**config.mk**
```make
export PLATFORM = sky130hd
export DESIGN_NAME = sd_cmd_engine
export DESIGN_NICKNAME = d
export VERILOG_FILES = /design/src/rtl/sd_pkg.sv /design/src/rtl/sd_crc7.sv /design/src/rtl/sd_cmd_engine.sv
export SDC_FILE = /design/constraint.sdc
export NUM_CORES = 1
export LEC_CHECK = 0
export CORE_UTILIZATION = 58
export DETAILED_ROUTE_END_ITERATION = 8
export HOLD_SLACK_MARGIN = 0.08
export PLACE_DENSITY = 0.84
export SYNTH_ARGS = -nofsm -noshare
export SYNTH_HDL_FRONTEND = slang
export SYNTH_SLANG_ARGS = --single-unit
```
**constraint.sdc**
```tcl
create_clock -name clock -period 6.2 [get_ports clock]
set_clock_uncertainty 0.2 [all_clocks]
set_input_delay 0.93 -clock clock [delete_from_list [all_inputs] [get_ports clock]]
set_output_delay 0.93 -clock clock [all_outputs]
set_load 0.02 [all_outputs]
```
**src/rtl/sd_pkg.sv**
```systemverilog
// Shared encodings and constants for the SD CMD-line engine.
package sd_pkg;

  localparam logic [1:0] RESP_NONE  = 2'd0;
  localparam logic [1:0] RESP_SHORT = 2'd1;
  localparam logic [1:0] RESP_LONG  = 2'd2;

  localparam int ERR_TIMEOUT = 0;
  localparam int ERR_CRC     = 1;
  localparam int ERR_END     = 2;
  localparam int ERR_IDX     = 3;

  localparam int FRAME_SHORT  = 48;
  localparam int FRAME_LONG   = 136;
  localparam int CMD_HDR_BITS = 40;

  localparam logic [6:0] CRC7_POLY = 7'h09;

  typedef enum logic [2:0] {ST_IDLE, ST_TX, ST_WAIT, ST_RX, ST_GAP} state_t;

endpackage

```
**src/rtl/sd_crc7.sv**
```systemverilog
// Serial CRC7 (x^7+x^3+1), MSB first, one bit per enabled cycle; clear wins over enable.
module sd_crc7
  import sd_pkg::*;
(
  input  logic       clock,
  input  logic       reset,
  input  logic       clear,
  input  logic       enable,
  input  logic       bit_in,
  output logic [6:0] crc
);

  logic fb;

  assign fb = bit_in ^ crc[6];

  always_ff @(posedge clock) begin
    if (reset || clear) begin
      crc <= '0;
    end else if (enable) begin
      crc <= {crc[5:0], 1'b0} ^ (fb ? CRC7_POLY : 7'h00);
    end
  end

endmodule

```
**src/rtl/sd_cmd_engine.sv**
```systemverilog
// SD CMD-line engine: sends a 48-bit command, captures a none/short/long response and checks it.
// Every state and counter advances only on sd_clk_en (one SD bit-time per strobe).
module sd_cmd_engine
  import sd_pkg::*;
#(
  parameter int ARG_W   = 32,
  parameter int NCR_MAX = 64,
  parameter int NCC_MIN = 8,
  parameter int RESP_W  = 128
) (
  input  logic              clock,
  input  logic              reset,
  input  logic              sd_clk_en,
  input  logic              cmd_start,
  input  logic [5:0]        cmd_index,
  input  logic [ARG_W-1:0]  cmd_arg,
  input  logic [1:0]        resp_type,
  input  logic              crc_chk_en,
  input  logic              idx_chk_en,
  input  logic              cmd_pin_in,
  output logic              cmd_pin_out,
  output logic              cmd_pin_oe,
  output logic              busy,
  output logic              done,
  output logic [3:0]        err,
  output logic [RESP_W-1:0] resp
);

  localparam int TW = $clog2(NCR_MAX + 1);

  if (ARG_W != 32) begin : g_arg_w_check
    $error("sd_cmd_engine: ARG_W must be 32");
  end

  state_t        state, state_nxt;
  logic [7:0]    bit_cnt;
  logic [TW-1:0] tcnt, tcnt_inc;
  logic [126:0]  rx_sr;
  logic [127:0]  rx_full;
  logic [5:0]    idx_q;
  logic [31:0]   arg_q;
  logic          none_q, long_q, crc_en_q, idx_en_q, done_q;
  logic [39:0]   hdr;
  logic [5:0]    hdr_sel;
  logic [2:0]    crc_sel;
  logic          accept, tx_bit, tx_last, start_det, wait_to, rx_last, gap_last;
  logic          crc_clr, crc_en, crc_din, crc_bad, end_bad, idx_bad;
  logic [6:0]    crc;

  assign accept   = (state == ST_IDLE) && cmd_start;
  assign hdr      = {2'b01, idx_q, arg_q};
  assign hdr_sel  = 6'(8'(CMD_HDR_BITS - 1) - bit_cnt);
  assign crc_sel  = 3'(8'(FRAME_SHORT - 2) - bit_cnt);
  assign tx_last  = (bit_cnt == 8'(FRAME_SHORT - 1));
  assign tcnt_inc = tcnt + TW'(1);
  // The first two WAIT strobes are the minimum NCR; the line is ignored there.
  assign start_det = (state == ST_WAIT) && sd_clk_en && !cmd_pin_in && (tcnt_inc > TW'(2));
  assign wait_to   = (state == ST_WAIT) && sd_clk_en && !start_det && (tcnt_inc >= TW'(NCR_MAX));
  // Only the last 128 frame bits carry anything reported, so older bits fall off the top.
  assign rx_full  = {rx_sr, cmd_pin_in};
  assign rx_last  = (bit_cnt == (long_q ? 8'(FRAME_LONG - 1) : 8'(FRAME_SHORT - 1)));
  assign gap_last = (bit_cnt == 8'(NCC_MIN - 1));
  assign crc_bad  = crc_en_q && (rx_full[7:1] != crc);
  assign end_bad  = !rx_full[0];
  assign idx_bad  = !long_q && idx_en_q && (rx_full[45:40] != idx_q);

  always_comb begin
    tx_bit = 1'b1;
    if (bit_cnt < 8'(CMD_HDR_BITS))         tx_bit = hdr[hdr_sel];
    else if (bit_cnt < 8'(FRAME_SHORT - 1)) tx_bit = crc[crc_sel];
  end

  always_comb begin
    crc_en = 1'b0;
    case (state)
      ST_TX:   crc_en = sd_clk_en && (bit_cnt < 8'(CMD_HDR_BITS));
      ST_WAIT: crc_en = start_det && !long_q;
      ST_RX:   crc_en = sd_clk_en && (long_q ? (bit_cnt >= 8'd8 && bit_cnt < 8'(FRAME_LONG - 8))
                                              : (bit_cnt < 8'(CMD_HDR_BITS)));
      default: crc_en = 1'b0;
    endcase
  end

  assign crc_clr = accept || ((state == ST_TX) && sd_clk_en && tx_last);
  assign crc_din = (state == ST_TX) ? tx_bit : cmd_pin_in;

  sd_crc7 u_crc7 (
    .clock  (clock),
    .reset  (reset),
    .clear  (crc_clr),
    .enable (crc_en),
    .bit_in (crc_din),
    .crc    (crc)
  );

  always_ff @(posedge clock) begin
    if (reset) state <= ST_IDLE;
    else       state <= state_nxt;
  end

  always_comb begin
    state_nxt = state;
    case (state)
      ST_IDLE: if (cmd_start) state_nxt = ST_TX;
      ST_TX:   if (sd_clk_en && tx_last) state_nxt = none_q ? ST_GAP : ST_WAIT;
      ST_WAIT: if (start_det) state_nxt = ST_RX;
               else if (wait_to) state_nxt = ST_GAP;
      ST_RX:   if (sd_clk_en && rx_last) state_nxt = ST_GAP;
      ST_GAP:  if (sd_clk_en && gap_last) state_nxt = ST_IDLE;
      default: state_nxt = ST_IDLE;
    endcase
  end

  always_comb begin
    cmd_pin_oe  = (state == ST_TX);
    cmd_pin_out = (state == ST_TX) ? tx_bit : 1'b1;
    busy        = (state != ST_IDLE);
    done        = done_q;
  end

  always_ff @(posedge clock) begin
    if (reset) begin
      bit_cnt  <= '0;
      tcnt     <= '0;
      rx_sr    <= '0;
      idx_q    <= '0;
      arg_q    <= '0;
      none_q   <= 1'b0;
      long_q   <= 1'b0;
      crc_en_q <= 1'b0;
      idx_en_q <= 1'b0;
      done_q   <= 1'b0;
      err      <= '0;
      resp     <= '0;
    end else begin
      done_q <= 1'b0;
      case (state)
        ST_IDLE: if (cmd_start) begin
          idx_q    <= cmd_index;
          arg_q    <= 32'(cmd_arg);
          none_q   <= (resp_type == RESP_NONE);
          long_q   <= (resp_type == RESP_LONG);
          crc_en_q <= crc_chk_en;
          idx_en_q <= idx_chk_en;
          err      <= '0;
          bit_cnt  <= '0;
        end
        ST_TX: if (sd_clk_en) begin
          bit_cnt <= tx_last ? 8'd0 : bit_cnt + 8'd1;
          if (tx_last) tcnt <= '0;
        end
        ST_WAIT: if (sd_clk_en) begin
          if (start_det) begin
            rx_sr   <= rx_full[126:0];
            bit_cnt <= 8'd1;
          end else if (wait_to) begin
            err[ERR_TIMEOUT] <= 1'b1;
            bit_cnt          <= '0;
          end else begin
            tcnt <= tcnt_inc;
          end
        end
        ST_RX: if (sd_clk_en) begin
          rx_sr   <= rx_full[126:0];
          bit_cnt <= rx_last ? 8'd0 : bit_cnt + 8'd1;
          if (rx_last) begin
            if (crc_bad) err[ERR_CRC] <= 1'b1;
            if (end_bad) err[ERR_END] <= 1'b1;
            if (idx_bad) err[ERR_IDX] <= 1'b1;
            resp <= long_q ? RESP_W'(rx_full[127:8]) : RESP_W'(rx_full[39:8]);
          end
        end
        ST_GAP: if (sd_clk_en) begin
          bit_cnt <= bit_cnt + 8'd1;
          if (gap_last) done_q <= 1'b1;
        end
        default: ;
      endcase
    end
  end

endmodule
```
# After elaboration in Yosys (flattened, before gate mapping)
# Cells that the tools add are included.
# word_totals
word_cells,156
register_bits,327
out_inout_bits,136
# classes
reduce_logical,42
n_mux,53
bitwise,4
magnitude_cmp,8
n_addsub,4
eq_ne,28
# op_table
op,count
two-way mux 127 bit,3
case mux 127 bit (2 select lines),1
two-way mux 120 bit,1
two-way mux 8 bit,10
case mux 8 bit (5 select lines),1
two-way mux 7 bit,5
"!= test 2 bit, second input constant",15
two-way mux 3 bit,9
AND reduction 5 bit,5
logical AND 1 bit,18
"< comparator 8 x 6 -> 1 bit, second input constant",2
case mux 3 bit (5 select lines),1
two-way mux 1 bit,14
case mux 7 bit (2 select lines),1
"adder 8 x 1 -> 8 bit, second input constant",1
"== test 8 x 3 -> 1 bit, second input constant",1
"== test 8 x 6 -> 1 bit, second input constant",1
== test 8 bit,1
">= comparator 8 x 4 -> 1 bit, second input constant",1
"< comparator 8 bit, second input constant",1
two-way mux 4 bit,2
nonzero test 2 bit,4
"adder 7 x 1 -> 7 bit, second input constant",1
">= comparator 7 bit, second input constant",1
other kinds (33),39

# Depth between registers and ports, before layout
# logic_depth
word_depth,11
depth_mapped,12

# Hierarchy
# Synthesis repeated with hierarchy kept, for this count alone.
# hier_totals
cells_unflattened,1578
hier_area_um2,12520.8
# modules_own_cells
module,cells_each,area_each_um2,n_inst
sd_cmd_engine,1550,12244.2,1
sd_crc7,28,276.5,1

# Least setup slack after synthesis
# Ideal clock, no wire load.
# synth_path
path_kind,register to output
start,register bit_cnt[3]
end,output cmd_pin_out
stages_incl_launch_ff,11
slack_ps,2687
arrival_time_ps,2383
path_buffers,2
cell_sequence,dfxtp_1 buf_2 buf_1 inv_1 ha_1 inv_1 a311oi_1 a31oi_1 nand2_1 a21oi_1 o21ai_0
# synth_between
elab_chain_cells,5
word_cells_on_any_way,8
cone_classes,1 x add/sub; 2 x order compare; 5 x mux
# synth_rtl
element,line,text
from (decl),sd_cmd_engine.sv:36,logic [7:0] bit_cnt;
from (signal assigned),sd_cmd_engine.sv:149,bit_cnt <= tx_last ? 8'd0 : bit_cnt + 8'd1;
from (signal assigned),sd_cmd_engine.sv:165,bit_cnt <= rx_last ? 8'd0 : bit_cnt + 8'd1;
from (signal assigned),sd_cmd_engine.sv:174,bit_cnt <= bit_cnt + 8'd1;
subtractor 6 bit,sd_cmd_engine.sv:52,assign hdr_sel = 6'(8'(CMD_HDR_BITS - 1) - bit_cnt);
binary-select mux 1 bit (select 6 bit),sd_cmd_engine.sv:69,if (bit_cnt < 8'(CMD_HDR_BITS)) tx_bit = hdr[hdr_sel];
two-way mux 1 bit (implied by the code),sd_cmd_engine.sv:69,
two-way mux 1 bit *,sd_cmd_engine.sv:69,
two-way mux 1 bit *,sd_cmd_engine.sv:116,cmd_pin_out = (state == ST_TX) ? tx_bit : 1'b1;
to (decl),sd_cmd_engine.sv:21,"output logic cmd_pin_out,"
# Every way passes the cells marked *; elsewhere a longest branch is shown, timed or not. The select of a mux whose other input is x is not followed.

# Final worst setup path
# Same ends and word-level chain as after synthesis.

==> impl_metrics.json <==
{
  "r2r-start": "bit_cnt[0]",
  "grt.total_usage_pct": 25.4,
  "synth_most_common_cell": "nand2_1",
  "p_per_area_nw_per_um2": 314,
  "finalCritPeriodShare_pct": 75.8,
  "synth_top_area_share_pct": 50.9,
  "finalHoldViolCount": 0,
  "min_to": "resp[37]",
  "start_util_pct": 59.4,
  "vias_per_cell": 5.52,
  "use_met1_pct": 35.9,
  "cts_buffers": 31,
  "status": "complete, no violations",
  "async_flop_share_pct": 0,
  "drt-total-wl_mm": 28.4,
  "fp.dieW_um": 149,
  "hold_depth": 2,
  "grt_overflow": 0,
  "insertion_delay_ns": 0.56,
  "vias": 10867,
  "tns_ns": 0,
  "p_leak_nw": 4.99,
  "syn_inst": 1580,
  "synth_top_flop_cell": "dfxtp_1",
  "holdCritStartpoint": "resp[37]",
  "top_usage_layer": "met2",
  "die_area_um2": 22200,
  "tightest_slew_ns": 1.12,
  "ys_seq_elements": 319,
  "grt_pass1_vias": 9917,
  "cts_root_buffer": "clkbuf_16",
  "nets": 1724,
  "synth-edff-count": 0,
  "slew_violations": 0,
  "synth_commonest_cells": "nand2_1 (510), dfxtp_1 (319), a21oi_1 (309)",
  "fmax_ghz": 0.213,
  "antenna_cells": 0,
  "met3_usage_pct": 3.94,
  "drv_cap": 0,
  "drive_above_1_share_pct": 4.37,
  "seq_area_frac_synth_pct": 50.9,
  "grt_pass1_wl_mm": 47.5,
  "rsz0062_at_grt": "no",
  "cts.htree.levels": 1,
  "drtIter0Drc": 887,
  "start_kind": "flip-flop",
  "path_class": "flip-flop to primary output",
  "synth_cell_types": 64,
  "yosys.area.top_type": "dfxtp_1",
  "ctsHoldBuffers": 0,
  "cts_buffer_depth": 3,
  "fillerInstances": 1633,
  "routedWlPerCell_um": 14.4,
  "hpwlAfterDp_mm": 17.2,
  "hold_ws_ns": 0.251,
  "vdd_drop_max_v": 0.000237,
  "finalSetupViolations": 0,
  "die_height_um": 149,
  "firstDrtPassIters": 5,
  "clk_pin_slew_worst_paths_ns": 0.06,
  "crit_required_ns": 5.07,
  "reg2reg_depth": 7,
  "end_kind": "primary output",
  "syn2layout_area_growth_pct": 21.2,
  "globalplace.congestion": 0.877,
  "synthTopCellsByArea": "dfxtp_1 (51%), nand2_1 (15%), a21oi_1 (12%)",
  "grt_max_degree": 155,
  "worstReg2RegEnd": "resp[82]",
  "synth_area_um2": 12500,
  "cts_setup_buffers": 0,
  "synth_warnings": 0,
  "rrSetupSlack_ns": 2.05,
  "hp-class": "flip-flop to flip-flop",
  "grtUsageMet2_pct": 40.0,
  "cts_resized": 0,
  "port_buffers": 174,
  "ant_nets": 0,
  "coreArea_um2": 21100,
  "critPathMaxFanout": 24,
  "min_period_ns": 4.70,
  "post-route-drc-count": 0,
  "rows": 53,
  "pin_count": 183,
  "slew_headroom_pct": 25.0,
  "antenna_found_initial": 0,
  "cts_tree": "built",
  "clkSinkCount": 319,
  "cp.arrival_ns": 3.57,
  "avgSynthCellArea_um2": 7.93
}
[final cells by class]
class	instances	area [um2]	share of cell area [%]
multi-input cells	1124	5540	36.5
clock inverters	10	148	0.972
well taps	275	344	2.26
flip-flops and latches	319	6390	42.0
inverters	11	41.3	0.272
repair buffers	184	1830	12.1
clock buffers	45	898	5.91
[state kept, by name (all words and copies together) (netlist names), 3 cells and up]
name and cells:
err 4, resp 120, rx_sr 127, arg_q 32, bit_cnt 8, idx_q 6, u_crc7.crc 7, state 3
tcnt 7
[layout by cell type, fill, tap and decap left out, types with 8 or more instances in the layout]
cell,instances
nand2_1,510
a21oi_1,309
inv_1,11
xnor2_1,15
mux2i_1,16
and2_1,9
clkbuf_16,31
conb_1,8
clkdlybuf4s50_1,173
nor2_1,33
dfxtp_1,318
clkbuf_8,8
nand3_1,95
buf_4,9
nor3_1,8
o21ai_0,10
[metal layers]
layer  vias up  routed length (um)
met4         0                 607
met5         -                   0
li1       5444                   -
met1      5040               12800
met2       329               13200
met3        54                1780
[where the power goes]
part	internal, mW	switching (mW)	total, mW
combinational	0.240	0.410	0.651
clock	1.13	0.781	1.91
sequential	2.12	0.0993	2.22
[critical path, stage by stage (launching register included)]
cell	delay, ns
dfxtp_1	0.92
inv_1	0.11
ha_1	0.25
xnor2_1	0.16
a2111oi_0	0.63
a21oi_1	0.07
o21ai_0	0.22
clkdlybuf4s50_1	0.64
[per-stage QoR]
step,power [mW],std cells,setup WS [ns],cell area [um2],util (%)
floorplan,2.74,1587,2.69,12600,-
global placement,2.89,1913,2.22,14200,67.1
detailed placement,2.90,1913,2.11,14200,67.1
CTS,4.80,1968,1.48,15200,72.1
global route,4.98,1968,1.13,15200,72.1
finish,4.78,1968,1.50,15200,72.1
[kinds of logic after synthesis]
logic type                 Yosys count  share of synthesized area (%)
buffers and inverters              144                           5.18
other                                1                         0.0299
adders and majority gates            6                          0.599
muxes                               22                           2.36
AOI/OAI and AO/OA                  364                           15.8
DFF                                319                           50.9
and+or+nand+nor                    702                           23.6
xor gates and xnor gates            22                           1.54
[worst max path at each step]
stage / from / end / slack (ns)
after floorplan: bit_cnt[3] / cmd_pin_out / 2.69
after global placement: bit_cnt[3] / cmd_pin_out / 2.22
after detailed placement: bit_cnt[3] / cmd_pin_out / 2.11
after CTS: bit_cnt[3] / cmd_pin_out / 1.48
after global routing: bit_cnt[3] / cmd_pin_out / 1.13
final: bit_cnt[3] / cmd_pin_out / 1.50
No activity file was read; power rests on OpenSTA's default activity.
